<file path="config.mk">
export PLATFORM = sky130hd
export DESIGN_NAME = mux_arbiter
export DESIGN_NICKNAME = d
export VERILOG_FILES = /design/src/rtl/mux_arbiter.sv
export SDC_FILE = /design/constraint.sdc
export NUM_CORES = 1
export LEC_CHECK = 0
export ABC_AREA = 1
export BUFFER_PORTS_ARGS = -buffer_cell sky130_fd_sc_hd__buf_2
export CAP_MARGIN = 20
export CORE_AREA = 5 5 42 44
export CTS_BUF_LIST = sky130_fd_sc_hd__clkbuf_8
export CTS_CLUSTER_DIAMETER = 150
export DETAILED_ROUTE_END_ITERATION = 7
export DIE_AREA = 0 0 47 49
export PLACE_DENSITY_LB_ADDON = 0.15
export SKIP_LAST_GASP = 1
export SLEW_MARGIN = 10
export SYNTH_ARGS = -nofsm -noshare
export SYNTH_HDL_FRONTEND = slang
export SYNTH_SLANG_ARGS = --single-unit
</file>
<file path="constraint.sdc">
create_clock -name clk -period 1 [get_ports clk]
set_input_delay 0 -clock clk [delete_from_list [all_inputs] [get_ports clk]]
set_output_delay 0 -clock clk [all_outputs]
set_load 0.1 [all_outputs]
</file>
<file path="src/rtl/mux_arbiter.sv">
// Round-robin arbiter sharing a 2:1 data mux between requesters A and B.
// Optional hold limit forces a handover while the other side is waiting.
module mux_arbiter #(
  parameter int WIDTH    = 8,
  parameter int MAX_HOLD = 0
) (
  input  logic             clk,
  input  logic             rst,
  input  logic             req_a,
  input  logic             req_b,
  input  logic [WIDTH-1:0] a,
  input  logic [WIDTH-1:0] b,
  output logic             gnt_a,
  output logic             gnt_b,
  output logic             sel,
  output logic [WIDTH-1:0] y,
  output logic             y_valid
);

  localparam int HCW = (MAX_HOLD > 0) ? $clog2(MAX_HOLD + 1) : 1;
  localparam logic [HCW-1:0] HOLD_MAX  = HCW'(MAX_HOLD);
  localparam logic [HCW-1:0] HOLD_LAST = HCW'((MAX_HOLD > 0) ? (MAX_HOLD - 1) : 0);
  localparam logic           FORCE_EN  = (MAX_HOLD > 0) ? 1'b1 : 1'b0;

  typedef enum logic [1:0] {
    IDLE  = 2'd0,
    GNT_A = 2'd1,
    GNT_B = 2'd2
  } state_t;

  state_t         r_state;
  state_t         w_next;
  logic [HCW-1:0] r_hold_cnt;
  logic           r_last_b;
  logic           r_gnt_a;
  logic           r_gnt_b;
  logic           r_sel;
  logic           w_other_req;
  logic           w_hold_expired;

  assign w_hold_expired = FORCE_EN && (r_hold_cnt == HOLD_LAST);

  // Next-state selection; unused encodings fall back to IDLE.
  always_comb begin
    w_next      = r_state;
    w_other_req = 1'b0;
    case (r_state)
      IDLE: begin
        if (req_a && req_b) begin
          w_next = r_last_b ? GNT_A : GNT_B;
        end else if (req_a) begin
          w_next = GNT_A;
        end else if (req_b) begin
          w_next = GNT_B;
        end else begin
          w_next = IDLE;
        end
      end
      GNT_A: begin
        w_other_req = req_b;
        if (!req_a) begin
          w_next = req_b ? GNT_B : IDLE;
        end else if (req_b && w_hold_expired) begin
          w_next = GNT_B;
        end else begin
          w_next = GNT_A;
        end
      end
      GNT_B: begin
        w_other_req = req_a;
        if (!req_b) begin
          w_next = req_a ? GNT_A : IDLE;
        end else if (req_a && w_hold_expired) begin
          w_next = GNT_A;
        end else begin
          w_next = GNT_B;
        end
      end
      default: begin
        w_next      = IDLE;
        w_other_req = 1'b0;
      end
    endcase
  end

  // State, hold counter, round-robin pointer and registered grant outputs.
  always_ff @(posedge clk or posedge rst) begin
    if (rst) begin
      r_state    <= IDLE;
      r_hold_cnt <= '0;
      r_last_b   <= 1'b1;
      r_gnt_a    <= 1'b0;
      r_gnt_b    <= 1'b0;
      r_sel      <= 1'b0;
    end else begin
      r_state <= w_next;
      r_gnt_a <= (w_next == GNT_A);
      r_gnt_b <= (w_next == GNT_B);
      r_sel   <= (w_next == GNT_B);

      // Counter only runs while the other side waits, so a lone owner is never preempted.
      if ((w_next != r_state) || (w_next == IDLE)) begin
        r_hold_cnt <= '0;
      end else if (w_other_req && (r_hold_cnt != HOLD_MAX)) begin
        r_hold_cnt <= r_hold_cnt + HCW'(1);
      end else begin
        r_hold_cnt <= r_hold_cnt;
      end

      if ((w_next != r_state) && (w_next == GNT_A)) begin
        r_last_b <= 1'b0;
      end else if ((w_next != r_state) && (w_next == GNT_B)) begin
        r_last_b <= 1'b1;
      end else begin
        r_last_b <= r_last_b;
      end
    end
  end

  assign gnt_a   = r_gnt_a;
  assign gnt_b   = r_gnt_b;
  assign sel     = r_sel;
  assign y_valid = r_gnt_a | r_gnt_b;
  assign y       = r_sel ? b : a;

endmodule

</file>
==> impl_metrics.json <==
{
  "initial_antenna_violation_count": 0,
  "setup.worst_path.end_class": "output pin",
  "core.rowCount": 14,
  "htreeDepth": 1,
  "crit_path_cell_trace": "buf_8 > nand2_4 > nand2_8 > buf_12",
  "cts-root-buf": "sky130_fd_sc_hd__clkbuf_8",
  "netlist.area_leader.share_pct": 33.2,
  "rr_worst_depth": 8,
  "crit_family": "flip-flops",
  "die-height_um": 49,
  "detail_route.wirelength_um": 1420,
  "placement.setup.worst_slack_ns": -0.0967,
  "violations_in_the_final_reports": "negative setup slack",
  "run_status": "complete, but fails checks",
  "tritoncts_num_sinks": 5,
  "worstHoldPathType": "input pin to flip-flop",
  "leading_cell_type_by_number_of_instances_after_synthesis": "sky130_fd_sc_hd__nand2_1",
  "maxCapViolCount": 0,
  "synth_warnings": 0,
  "detail_route.vias_per_cell": 4.38,
  "max_freq_ghz": 0.827,
  "slowest_stage": "sky130_fd_sc_hd__dfrtp_4",
  "floorplan.initialDensity_pct": 25.8,
  "core_area_um2": 1400,
  "fin_nets": 124,
  "timing_max_transition_violations_final": 0,
  "ys_ff_latch": 5,
  "rsz_0062_raised_after_global_routing": "yes",
  "worstSkewPairLatency_ns": 0.22,
  "post_synth_main_area_contributors": "sky130_fd_sc_hd__nand2_1 (33%), sky130_fd_sc_hd__dfrtp_1 (28%), sky130_fd_sc_hd__dfstp_2 (7.3%), sky130_fd_sc_hd__inv_1 (6.2%), sky130_fd_sc_hd__nand3_1 (5.5%)",
  "n_antenna_cell": 0,
  "drt_first_pass_iters": 2,
  "hpwl_um": 1060,
  "setup_ws_ns": -0.209,
  "synthArstFlopShare_pct": 100,
  "power.density_cell_area_nw_per_um2": 2620,
  "total_leakage_power_nw": 0.560,
  "critPathKind": "flip-flop to output pin",
  "place.port_buffers": 31,
  "synth.cell_area_um2": 362,
  "ys_seq_area_share_pct": 34.9,
  "worst_path_arrival_ns": 1.21,
  "grt_pass1_vias": 559,
  "max-clock-path-buffers": 2,
  "route.antenna.remaining_nets": 0,
  "postSynthAreaPerCell_um2": 6.03,
  "globalRouteTotalUtil_pct": 13.4,
  "cpPeakStageDelay_ns": 0.53,
  "hold_path_depth": 4,
  "final_util_pct": 77.9,
  "vdd.ir_drop.worst_uv": 2300,
  "setup_viol": 14,
  "synth_cells": 60,
  "final.min_clock_period_ns": 1.21,
  "synth.largest_area_cell": "sky130_fd_sc_hd__nand2_1",
  "ios": 32,
  "dieWidth_um": 47,
  "finalHoldViolCount": 0,
  "worst-path-max-fanout": 6,
  "syn_nets": 80,
  "final.period_utilization_pct": 121,
  "ys.flop_type": "sky130_fd_sc_hd__dfrtp_1",
  "final.setup_skew_ns": 0.000862,
  "area_growth_syn_to_layout_pct": 202,
  "cts-buffers-inserted": 3,
  "setup.worst_path.start_class": "flip-flop",
  "cts_tree": "done",
  "number_of_cells_on_the_critical_path": 4,
  "route.vias.total": 521,
  "synth_common_cells": "sky130_fd_sc_hd__nand2_1 (32), sky130_fd_sc_hd__inv_1 (6), sky130_fd_sc_hd__dfrtp_1 (4), sky130_fd_sc_hd__nand3_1 (4), sky130_fd_sc_hd__nand2_2 (3)",
  "routabilityCongestion": 0.729,
  "number_of_design_rule_violations_left_after_detail_routing": 0,
  "totalPowerFinal_mw": 2.86,
  "grt_pass1_wl_um": 2270,
  "average_detailed_routed_wire_length_per_instance_um": 12.0,
  "maximum_number_of_pins_on_one_net_before_global_route_repair": 9,
  "critical_path_buf_inv_count": 2,
  "design.die.area_um2": 2300,
  "leftover_overflow_at_the_end_of_global_routing": 0,
  "final_layout_size_suffix_gt1_share_pct": 78.6,
  "tightestPinTransition_ns": 0.188,
  "dr.first_iter.drc_count": 1,
  "synth_edf_count": 0,
  "slew_headroom_pct": 87.4,
  "worst-endpoint-required_ns": 1.00,
  "synthDistinctLibCells": 14,
  "clkTransAtPathRegs_ns": 0.04
}
sequential cells by signal, summed over array words and instances (netlist names):
register  flops
gnt_a         1
r_last_b      1
r_state       2
sel           1
power breakdown:
group | total (mW) | internal, mW | switching, mW
clock | 0.370 | 0.268 | 0.102
combinational | 2.13 | 0.815 | 1.31
sequential | 0.362 | 0.286 | 0.0766
total | 2.86 | 1.37 | 1.49
placed cells by master, fill, tap and decap left out, drive strengths merged:
| cell type | Yosys | routed |
|---|---|---|
| dfstp | 1 | 1 |
| dfrtp | 4 | 4 |
| nand3 | 4 | 4 |
| or2 | 1 | 1 |
| o21ai | 3 | 3 |
| dlygate4sd3 | 0 | 1 |
| buf | 2 | 40 |
| clkbuf | 0 | 3 |
| a21oi | 1 | 1 |
| nand2 | 35 | 35 |
| inv | 8 | 7 |
| clkinv | 1 | 3 |
layer usage:
metal	track usage (%)	share of wire [%]	wire length, µm
met1	14.0	28	394
met2	25.3	60	855
met3	4.43	12	173
met5	0	0	0
met4	1.38	0	0
worst paths after layout:
| check | startpoint | end | slack, ns |
|---|---|---|---|
| max in group asynchronous | rst | r_last_b | 0.55 |
| hold / removal | req_b | sel | 0.13 |
| setup / recovery | sel | y[5] | -0.21 |
| setup reg to reg | r_last_b | r_last_b | -0.13 |
| min in group asynchronous | rst | sel | 0.21 |
| hold reg to reg | r_state[0] | gnt_a | 0.63 |
kinds of logic (layout without fill, tap and decap cells):
kind of cell	Yosys count	after routing	synth area share, %
AO/OA/AOI/OAI	4	4	6.57
buffers and inverters	11	54	12.8
flip-flops	5	5	35.0
AND/OR/NAND/NOR	40	40	45.7
area by class of cell:
cell class | count | area [µm²]
multi-input combinational | 44 | 410
sequential | 5 | 131
fill | 105 | 310
timing repair buffer | 41 | 435
tap | 16 | 20.0
clock inverter | 1 | 5.00
inverter | 9 | 47.5
clock buffer | 3 | 41.3
what timing repair did:
item	4_1_cts	5_1_grt
resized for setup	27	11
endpoints found under the setup margin	15	15
setup buffers	2	3
pin swaps	0	3
hold endpoints to repair	5	0
hold buffers	1	0
per-stage QoR:
step	area [µm²]	cells	TNS (ns)	hold WS (ns)
after floorplan	529	60	-1.58	-0.222
after global placement	896	111	-0.372	-0.104
after detailed placement	896	111	-0.418	-0.106
after CTS	1060	118	-2.54	0.133
after global routing	1090	119	-2.87	0.137
final	1090	119	-2.34	0.130
worst reg2reg max path: cells and delay by family (launching register included):
kind            cells  cell delay [ns]
compound gates      1             0.12
buf+inv             1             0.06
flops               1             0.52
simple gates        6             0.37
No activity file was read; power rests on OpenSTA's default activity.
